### src/rtl/block_xfer_sequencer_pkg.sv
// Shared definitions for the LDM/STM block-transfer sequencer:
// FSM state encoding, addressing-mode encodings of {P,U}, the default
// word stride, and the helper that computes the offset of the first word.
package leg_uop_pkg;

    typedef enum logic [1:0] {
        IDLE = 2'd0,
        XFER = 2'd1,
        WB   = 2'd2
    } seq_state_e;

    // Encoded as {P,U} taken straight from the instruction.
    typedef enum logic [1:0] {
        AM_DA = 2'b00,
        AM_IA = 2'b01,
        AM_DB = 2'b10,
        AM_IB = 2'b11
    } addr_mode_e;

    localparam int WORD_BYTES_DEFAULT = 4;

    // Offset of the lowest-numbered register relative to the original base.
    // Registers always go out in ascending order, so the decrementing modes
    // start below the base and walk upward.
    function automatic logic [31:0] initial_offset(addr_mode_e mode,
                                                   logic [4:0] n,
                                                   logic [31:0] stride);
        logic [31:0] n_bytes;
        n_bytes = {27'd0, n} * stride;
        case (mode)
            AM_IA:   initial_offset = 32'd0;
            AM_IB:   initial_offset = stride;
            AM_DA:   initial_offset = stride - n_bytes;  // -(N-1)*stride
            default: initial_offset = 32'd0 - n_bytes;   // DB: -N*stride
        endcase
    endfunction

endpackage

### src/rtl/block_xfer_sequencer_if.sv
// Bus between the decode stage and the block-transfer sequencer.
//   InstrD/StartValid/StartReady : instruction start handshake
//   FlushE                       : pipeline flush
//   UopValid/UopReady + Uop*     : micro-op output handshake
//   Busy                         : sequencer not idle
// master = upstream/downstream pipeline side, slave = sequencer.
interface block_xfer_sequencer_if;
    logic [31:0] InstrD;
    logic        StartValid;
    logic        StartReady;
    logic        FlushE;
    logic        UopValid;
    logic        UopReady;
    logic [3:0]  UopRd;
    logic [3:0]  UopRn;
    logic [31:0] UopOffset;
    logic        UopLoad;
    logic        UopWb;
    logic        UopLast;
    logic        Busy;

    modport master (
        output InstrD, StartValid, FlushE, UopReady,
        input  StartReady, UopValid, UopRd, UopRn, UopOffset,
               UopLoad, UopWb, UopLast, Busy
    );

    modport slave (
        input  InstrD, StartValid, FlushE, UopReady,
        output StartReady, UopValid, UopRd, UopRn, UopOffset,
               UopLoad, UopWb, UopLast, Busy
    );
endinterface

### src/rtl/block_xfer_sequencer_lsb_reg_picker.sv
// Combinational lowest-set-bit picker for a 16-bit register list.
//   list_i  : register list
//   idx_o   : index of the lowest set bit (0 when the list is empty)
//   rest_o  : list_i with that bit cleared
//   empty_o : list_i has no bits set
module lsb_reg_picker (
    input  logic [15:0] list_i,
    output logic [3:0]  idx_o,
    output logic [15:0] rest_o,
    output logic        empty_o
);
    always_comb begin
        // NOTE: default assignment first so no path leaves idx_o unassigned (no latch).
        idx_o = 4'd0;
        // Scan downward so the lowest set bit is the last (winning) write.
        for (int i = 15; i >= 0; i--) begin
            if (list_i[i]) idx_o = 4'(i);
        end
    end

    assign rest_o  = list_i & (list_i - 16'd1);
    assign empty_o = (list_i == 16'd0);
endmodule

### src/rtl/block_xfer_sequencer.sv
// LDM/STM block-transfer sequencer: accepts one decoded block-transfer
// instruction and emits one transfer micro-op per listed register in
// ascending order, followed by an optional base-writeback micro-op.
//   clk   : clock, rising edge
//   reset : asynchronous, active-low
//   bus   : block_xfer_sequencer_if.slave (start handshake, flush, uop stream)
module block_xfer_sequencer
    import leg_uop_pkg::*;
#(
    parameter int WORD_BYTES = WORD_BYTES_DEFAULT
) (
    input  logic                     clk,
    input  logic                     reset,
    block_xfer_sequencer_if.slave    bus
);
    localparam logic [31:0] STRIDE = 32'(WORD_BYTES);

    seq_state_e  state_q;
    logic [15:0] list_q;
    logic [31:0] offset_q;
    logic [4:0]  n_q;
    logic [3:0]  rn_q;
    logic        load_q;
    logic        wb_en_q;
    logic        up_q;
    logic        ready_q;

    logic [4:0]  pop_d;
    logic [15:0] pick_list;
    logic [3:0]  pick_idx;
    logic [15:0] pick_rest;
    logic        pick_empty;
    logic [31:0] n_bytes;
    logic        last_xfer;
    logic        unused_instr_bits;

    // S bit and the condition/opcode bits are not this block's concern.
    assign unused_instr_bits = ^{bus.InstrD[31:25], bus.InstrD[22]};

    always_comb begin
        pop_d = 5'd0;
        for (int i = 0; i < 16; i++) begin
            pop_d = pop_d + 5'(bus.InstrD[i]);
        end
    end

    // In IDLE the picker looks at the incoming list so an empty list can be
    // spotted at acceptance; otherwise it walks the captured list.
    assign pick_list = (state_q == IDLE) ? bus.InstrD[15:0] : list_q;

    lsb_reg_picker u_picker (
        .list_i  (pick_list),
        .idx_o   (pick_idx),
        .rest_o  (pick_rest),
        .empty_o (pick_empty)
    );

    assign n_bytes   = {27'd0, n_q} * STRIDE;
    assign last_xfer = (pick_rest == 16'd0);

    always_ff @(posedge clk or negedge reset) begin
        if (!reset) begin
            // NOTE: sequential state uses non-blocking assignments only.
            state_q  <= IDLE;
            list_q   <= 16'd0;
            offset_q <= 32'd0;
            n_q      <= 5'd0;
            rn_q     <= 4'd0;
            load_q   <= 1'b0;
            wb_en_q  <= 1'b0;
            up_q     <= 1'b0;
            ready_q  <= 1'b0;
        end else if (bus.FlushE) begin
            // Flush wins over any handshake in the same cycle.
            state_q <= IDLE;
            ready_q <= 1'b1;
        end else begin
            case (state_q)
                IDLE: begin
                    ready_q <= 1'b1;
                    if (bus.StartValid && ready_q) begin
                        list_q   <= bus.InstrD[15:0];
                        rn_q     <= bus.InstrD[19:16];
                        load_q   <= bus.InstrD[20];
                        wb_en_q  <= bus.InstrD[21];
                        up_q     <= bus.InstrD[23];
                        n_q      <= pop_d;
                        offset_q <= initial_offset(addr_mode_e'(bus.InstrD[24:23]),
                                                   pop_d, STRIDE);
                        // An empty list is consumed without leaving IDLE.
                        if (!pick_empty) begin
                            state_q <= XFER;
                            ready_q <= 1'b0;
                        end
                    end
                end
                XFER: begin
                    if (bus.UopReady) begin
                        list_q   <= pick_rest;
                        offset_q <= offset_q + STRIDE;
                        if (last_xfer) begin
                            if (wb_en_q) begin
                                state_q  <= WB;
                                offset_q <= up_q ? n_bytes : (32'd0 - n_bytes);
                            end else begin
                                state_q <= IDLE;
                                ready_q <= 1'b1;
                            end
                        end
                    end
                end
                WB: begin
                    if (bus.UopReady) begin
                        state_q <= IDLE;
                        ready_q <= 1'b1;
                    end
                end
                default: begin
                    state_q <= IDLE;
                    ready_q <= 1'b1;
                end
            endcase
        end
    end

    assign bus.StartReady = ready_q;
    assign bus.Busy       = (state_q != IDLE);
    assign bus.UopValid   = (state_q != IDLE);
    assign bus.UopWb      = (state_q == WB);
    assign bus.UopLast    = (state_q == WB) || ((state_q == XFER) && last_xfer && !wb_en_q);
    assign bus.UopRd      = (state_q == XFER) ? pick_idx : 4'd0;
    assign bus.UopRn      = rn_q;
    assign bus.UopOffset  = offset_q;
    assign bus.UopLoad    = load_q;
endmodule

### src/flat_wrapper.sv
// flat-port wrapper written by rule: the top's interface ports become plain ports
module block_xfer_sequencer_flat import leg_uop_pkg::*;
#(
    parameter int WORD_BYTES = WORD_BYTES_DEFAULT
)
  (clk, reset, bus_InstrD, bus_StartValid, bus_FlushE, bus_UopReady, bus_StartReady, bus_UopValid, bus_UopRd, bus_UopRn, bus_UopOffset, bus_UopLoad, bus_UopWb, bus_UopLast, bus_Busy);
  block_xfer_sequencer_if bus_i ();
  input  logic clk;
  input  logic reset;
  input wire logic [$bits(bus_i.InstrD)-1:0] bus_InstrD;
  input wire logic [$bits(bus_i.StartValid)-1:0] bus_StartValid;
  input wire logic [$bits(bus_i.FlushE)-1:0] bus_FlushE;
  input wire logic [$bits(bus_i.UopReady)-1:0] bus_UopReady;
  output wire logic [$bits(bus_i.StartReady)-1:0] bus_StartReady;
  output wire logic [$bits(bus_i.UopValid)-1:0] bus_UopValid;
  output wire logic [$bits(bus_i.UopRd)-1:0] bus_UopRd;
  output wire logic [$bits(bus_i.UopRn)-1:0] bus_UopRn;
  output wire logic [$bits(bus_i.UopOffset)-1:0] bus_UopOffset;
  output wire logic [$bits(bus_i.UopLoad)-1:0] bus_UopLoad;
  output wire logic [$bits(bus_i.UopWb)-1:0] bus_UopWb;
  output wire logic [$bits(bus_i.UopLast)-1:0] bus_UopLast;
  output wire logic [$bits(bus_i.Busy)-1:0] bus_Busy;
  assign bus_i.InstrD = bus_InstrD;
  assign bus_i.StartValid = bus_StartValid;
  assign bus_i.FlushE = bus_FlushE;
  assign bus_i.UopReady = bus_UopReady;
  assign bus_StartReady = bus_i.StartReady;
  assign bus_UopValid = bus_i.UopValid;
  assign bus_UopRd = bus_i.UopRd;
  assign bus_UopRn = bus_i.UopRn;
  assign bus_UopOffset = bus_i.UopOffset;
  assign bus_UopLoad = bus_i.UopLoad;
  assign bus_UopWb = bus_i.UopWb;
  assign bus_UopLast = bus_i.UopLast;
  assign bus_Busy = bus_i.Busy;
  block_xfer_sequencer #(.WORD_BYTES(WORD_BYTES)) u_core (.clk(clk), .reset(reset), .bus(bus_i));
endmodule
### config.mk
export PLATFORM = sky130hd
export DESIGN_NAME = block_xfer_sequencer_flat
export DESIGN_NICKNAME = d
export VERILOG_FILES = /design/src/rtl/block_xfer_sequencer_pkg.sv /design/src/rtl/block_xfer_sequencer_if.sv /design/src/rtl/block_xfer_sequencer_lsb_reg_picker.sv /design/src/rtl/block_xfer_sequencer.sv /design/src/flat_wrapper.sv
export SDC_FILE = /design/constraint.sdc
export NUM_CORES = 1
export LEC_CHECK = 0
export CELL_PAD_IN_SITES_DETAIL_PLACEMENT = 1
export CELL_PAD_IN_SITES_GLOBAL_PLACEMENT = 2
export CORE_MARGIN = 2
export CORE_UTILIZATION = 31
export DETAILED_ROUTE_END_ITERATION = 6
export GPL_TIMING_DRIVEN = 0
export PLACE_DENSITY = 0.8
export SKIP_CTS_REPAIR_TIMING = 1
export SLEW_MARGIN = 20
export SYNTH_ARGS = -nofsm -noshare
export SYNTH_HDL_FRONTEND = slang
export SYNTH_HIERARCHICAL = 1
export SYNTH_SLANG_ARGS = --single-unit
### constraint.sdc
create_clock -name clk -period 4.3 [get_ports clk]
set_input_delay 0.645 -clock clk [delete_from_list [all_inputs] [get_ports clk]]
set_output_delay 0.645 -clock clk [all_outputs]
set_load 0.005 [all_outputs]
==> out/metrics.yaml <==
sta:
  fin_crit_ps: 5090
  post-route-period-util_pct: 118
  worst_slew_pin_slew_ps: 1030
  setup_ws_ps: -792
  finClkSkew_ps: 5.75
  slew-limit-headroom_pct: 31.3
  setup_violations: 27
  rsz0062_at_grt: "yes"
  max_freq_ghz: 0.196
  slew_viol_final: 0
  finalHoldViolCount: 0
setup_path:
  r2r_slack_ps: 60
  reg2reg_depth: 15
  startpoint: "bus_InstrD[7]"
  end_kind: "flip-flop"
  cp_num_buf_inv: 3
  timing.critical_path.slowest_stage_cell: "fa_2"
  path_class: "in2reg"
  critPathMaxStageDelay_ps: 610
  crit_family: "adder cells"
  critPathMostFrequentCell: "fa_1"
  path_cells: "buf_6 -> inv_4 -> fa_2 -> fa_1 -> fa_1 -> fa_1 -> inv_2 -> ha_4 -> fa_2 -> xnor2_4 -> ha_4 -> a21bo_1 -> a2111o_1 -> nand3_4 -> and2_4 -> o21ai_2 -> a22o_1"
  path_depth: 17
  critPathRequiredTime_ps: 4530
  r2r-end: "u_core/bus.UopOffset[20]$_DFFE_PN0P_"
  worstPathArrival_ps: 5320
  crit_path_end: "u_core/bus.UopOffset[30]$_DFFE_PN0P_"
  cp_max_fo: 7
  crit_path_start_kind: "input pin"
  r2r-start: "u_core/state_q[0]$_DFFE_PN0P_"
cells_and_area:
  layout.cells.non_filler: 861
  final_core_util_pct: 43.5
  synthToLayoutAreaGrowth_pct: 38.6
  finalNetCount: 728
  layout.area.seq_sq_um: 1530
  drive_gt1_share_pct: 18.8
  nFillCells: 1676
  antenna_cells: 0
  multi_input_area_sq_um: 2910
  final_area_sq_um: 6250
synth:
  synth_fa_ha_area_share_pct: 6.93
  ys_seq_area_share_pct: 33.8
  synthCells: 566
  synth.largest_area_cell: "dfrtp_1"
  synth_compound_area_share_pct: 23.3
  syn-cell-area_sq_um: 4510
  yosys_warnings: 6
  synth_edf_count: 0
  ys_seq_elements: 61
  synth_top_family_by_area: "simple AND/OR/NAND/NOR gates"
  synth_top_area_share_pct: 33.8
  synth_area_leaders: "dfrtp_1 (34%), nand2_1 (7.4%), a21oi_1 (5.0%), fa_1 (4.4%), o21ai_0 (4.4%)"
  ys_types: 66
  syn_area_per_cell_sq_um: 7.97
  netlist_top_cells_count: "nand2_1 (89), dfrtp_1 (61), nor2_1 (53), a21oi_1 (45), o21ai_0 (40)"
  muxShareOfSynthArea_pct: 1.69
  synth_ff_type: "dfrtp_1"
  async_flop_share_pct: 100
  synth-simple-area-share_pct: 25.3
  synth.most_common_cell: "nand2_1"
  synth-xor-area-share_pct: 2.13
placement:
  dp_hpwl_um: 11700
  gp_congestion: 0.850
  dp_cells: 822
  post_dp_cell_area_sq_um: 5530
  io_buffers: 70
job:
  cap_violations: 0
worst_hold_path:
  hold_path_class: "in2async"
pwr:
  powerDensity_nw_per_um2: 711
  p_leak_nw: 2.62
  finalPower_mw: 4.45
  vdd_drop_max_mv: 0.401
global_route:
  grt_max_degree: 53
  antenna_found_initial: 0
  grt_usage_pct: 20.9
  grt_pass1_vias: 4641
  grt_pass1_wl_um: 25700
  grt.overflow.total: 0
clock_tree:
  clk_pin_slew_ps: 50
  cts_sinks: 61
  clockBufferDepth: 2
  ctsHtreeMaxLevel: 3
  numCtsBuffers: 9
  clk_latency_ps: 340
  root_buffer: "clkbuf_16"
  cts_tree: "yes"
run_status:
  failed_checks: "setup timing"
  status: "finished with violations"
route:
  wl_per_cell_um: 19.2
  drc_errors: 0
  first_pass_iters: 4
  vias: 4652
  drt_wl_total_um: 16500
  avgViaCountPerCell: 5.40
  ant_nets: 0
  drt_iter0_drc: 274
floorplanning:
  initial_core_util_pct: 31.4
  rows: 44
  dieWidth_um: 125
  core_sq_um: 14400
  die_area_sq_um: 15500
  io_pins: 83
  die_h_um: 125
[area by class of cell]
class / instances / area share, %
well taps: 184 / 3.68
plain buffers: 33 / 3.04
clock buffers: 9 / 3.60
repair buffers: 96 / 14.9
inverters: 33 / 2.10
clock inverters: 7 / 1.58
multi-input cells: 438 / 46.6
flip-flops and latches: 61 / 24.4
[report_power, final]
group	total [mW]	leakage (nW)	switching (mW)	internal (mW)
sequential	1.11	0.748	0.273	0.835
combinational	2.54	1.71	1.31	1.23
clock	0.804	0.156	0.294	0.510
[cells in the final DEF, fill, tap and decap left out, drive strengths merged, types with 3 or more instances in the layout]
| cell | synthesis | final |
|---|---|---|
| a21oi | 45 | 45 |
| nand3 | 15 | 15 |
| a211oi | 14 | 14 |
| buf | 14 | 44 |
| o22ai | 4 | 4 |
| clkinv | 0 | 3 |
| ha | 9 | 9 |
| mux2 | 5 | 5 |
| a21boi | 3 | 3 |
| o21ai | 41 | 41 |
| clkdlybuf4s50 | 0 | 59 |
| nor4 | 10 | 10 |
| o21a | 4 | 4 |
| nor3 | 10 | 10 |
| clkbuf | 21 | 31 |
| inv | 33 | 34 |
| dlymetal6s2s | 0 | 4 |
| dfrtp | 61 | 61 |
| conb | 2 | 3 |
| nand2 | 91 | 91 |
| o211ai | 4 | 4 |
| o31a | 3 | 3 |
| and3 | 10 | 10 |
| nand4 | 9 | 9 |
| xor2 | 4 | 4 |
| nand2b | 3 | 3 |
| o22a | 9 | 9 |
| xnor2 | 7 | 7 |
| a31oi | 25 | 25 |
| and4 | 4 | 4 |
| and2 | 13 | 13 |
| fa | 10 | 10 |
| nor2 | 54 | 54 |
[worst min-delay path by stage]
stage                                    startpoint  slack [ps]  depth (start not counted)                                 to
finish                                        reset         150                          1       u_core/list_q[0]$_DFFE_PN0P_
global placement     u_core/bus.UopLoad$_DFFE_PN0P_         460                          2     u_core/bus.UopLoad$_DFFE_PN0P_
global route                                  reset         150                          1       u_core/list_q[0]$_DFFE_PN0P_
floorplan                                     reset         350                          0  u_core/bus.StartReady$_DFFE_PN0P_
CTS                                           reset         140                          1       u_core/list_q[3]$_DFFE_PN0P_
detailed placement  u_core/bus.UopRn[1]$_DFFE_PN0P_         460                          2    u_core/bus.UopRn[1]$_DFFE_PN0P_
[metal layers]
layer	vias to the layer above	GRT usage, %	share of wire [%]
met5	-	0	0
met4	0	6.08	1.6
met3	17	3.14	3.5
met2	87	33.3	48
met1	2325	29.5	47
li1	2223	-	-
[worst reg2reg max path, delay by kind of cell, from the launching register on]
kind / cells / cell delay, ps
compound gates: 3 / 840
buf+inv: 4 / 730
flops: 1 / 450
mux: 1 / 330
simple gates: 7 / 1810
[metrics by stage]
step	worst slack (ps)	TNS [ps]	hold slack (ps)
floorplan	-649	-14240	349
global placement	-1530	-40660	460
detailed placement	-1650	-43500	462
CTS	-1280	-32590	142
global route	-944	-23200	149
finish	-792	-18720	145
[flip-flops by register name (all words and copies together), names as in the netlist]
| register | count |
|---|---|
| u_core/state_q | 2 |
| u_core/bus.UopRn | 4 |
| u_core/n_q | 5 |
| u_core/bus.StartReady | 1 |
| u_core/bus.UopLoad | 1 |
| u_core/wb_en_q | 1 |
| u_core/list_q | 16 |
| u_core/up_q | 1 |
| u_core/bus.UopOffset | 30 |
[cell families (layout without fill, tap and decap cells)]
group                    Yosys count  in the layout
buffers and inverters             68            178
other                              2              3
adder cells (fa/ha/maj)           19             19
flip-flops                        61             61
multiplexers                       7              7
AND/OR/NAND/NOR                  231            231
AO/OA/AOI/OAI                    167            167
XOR/XNOR                          11             11
Power figures use the tool's default switching activity.
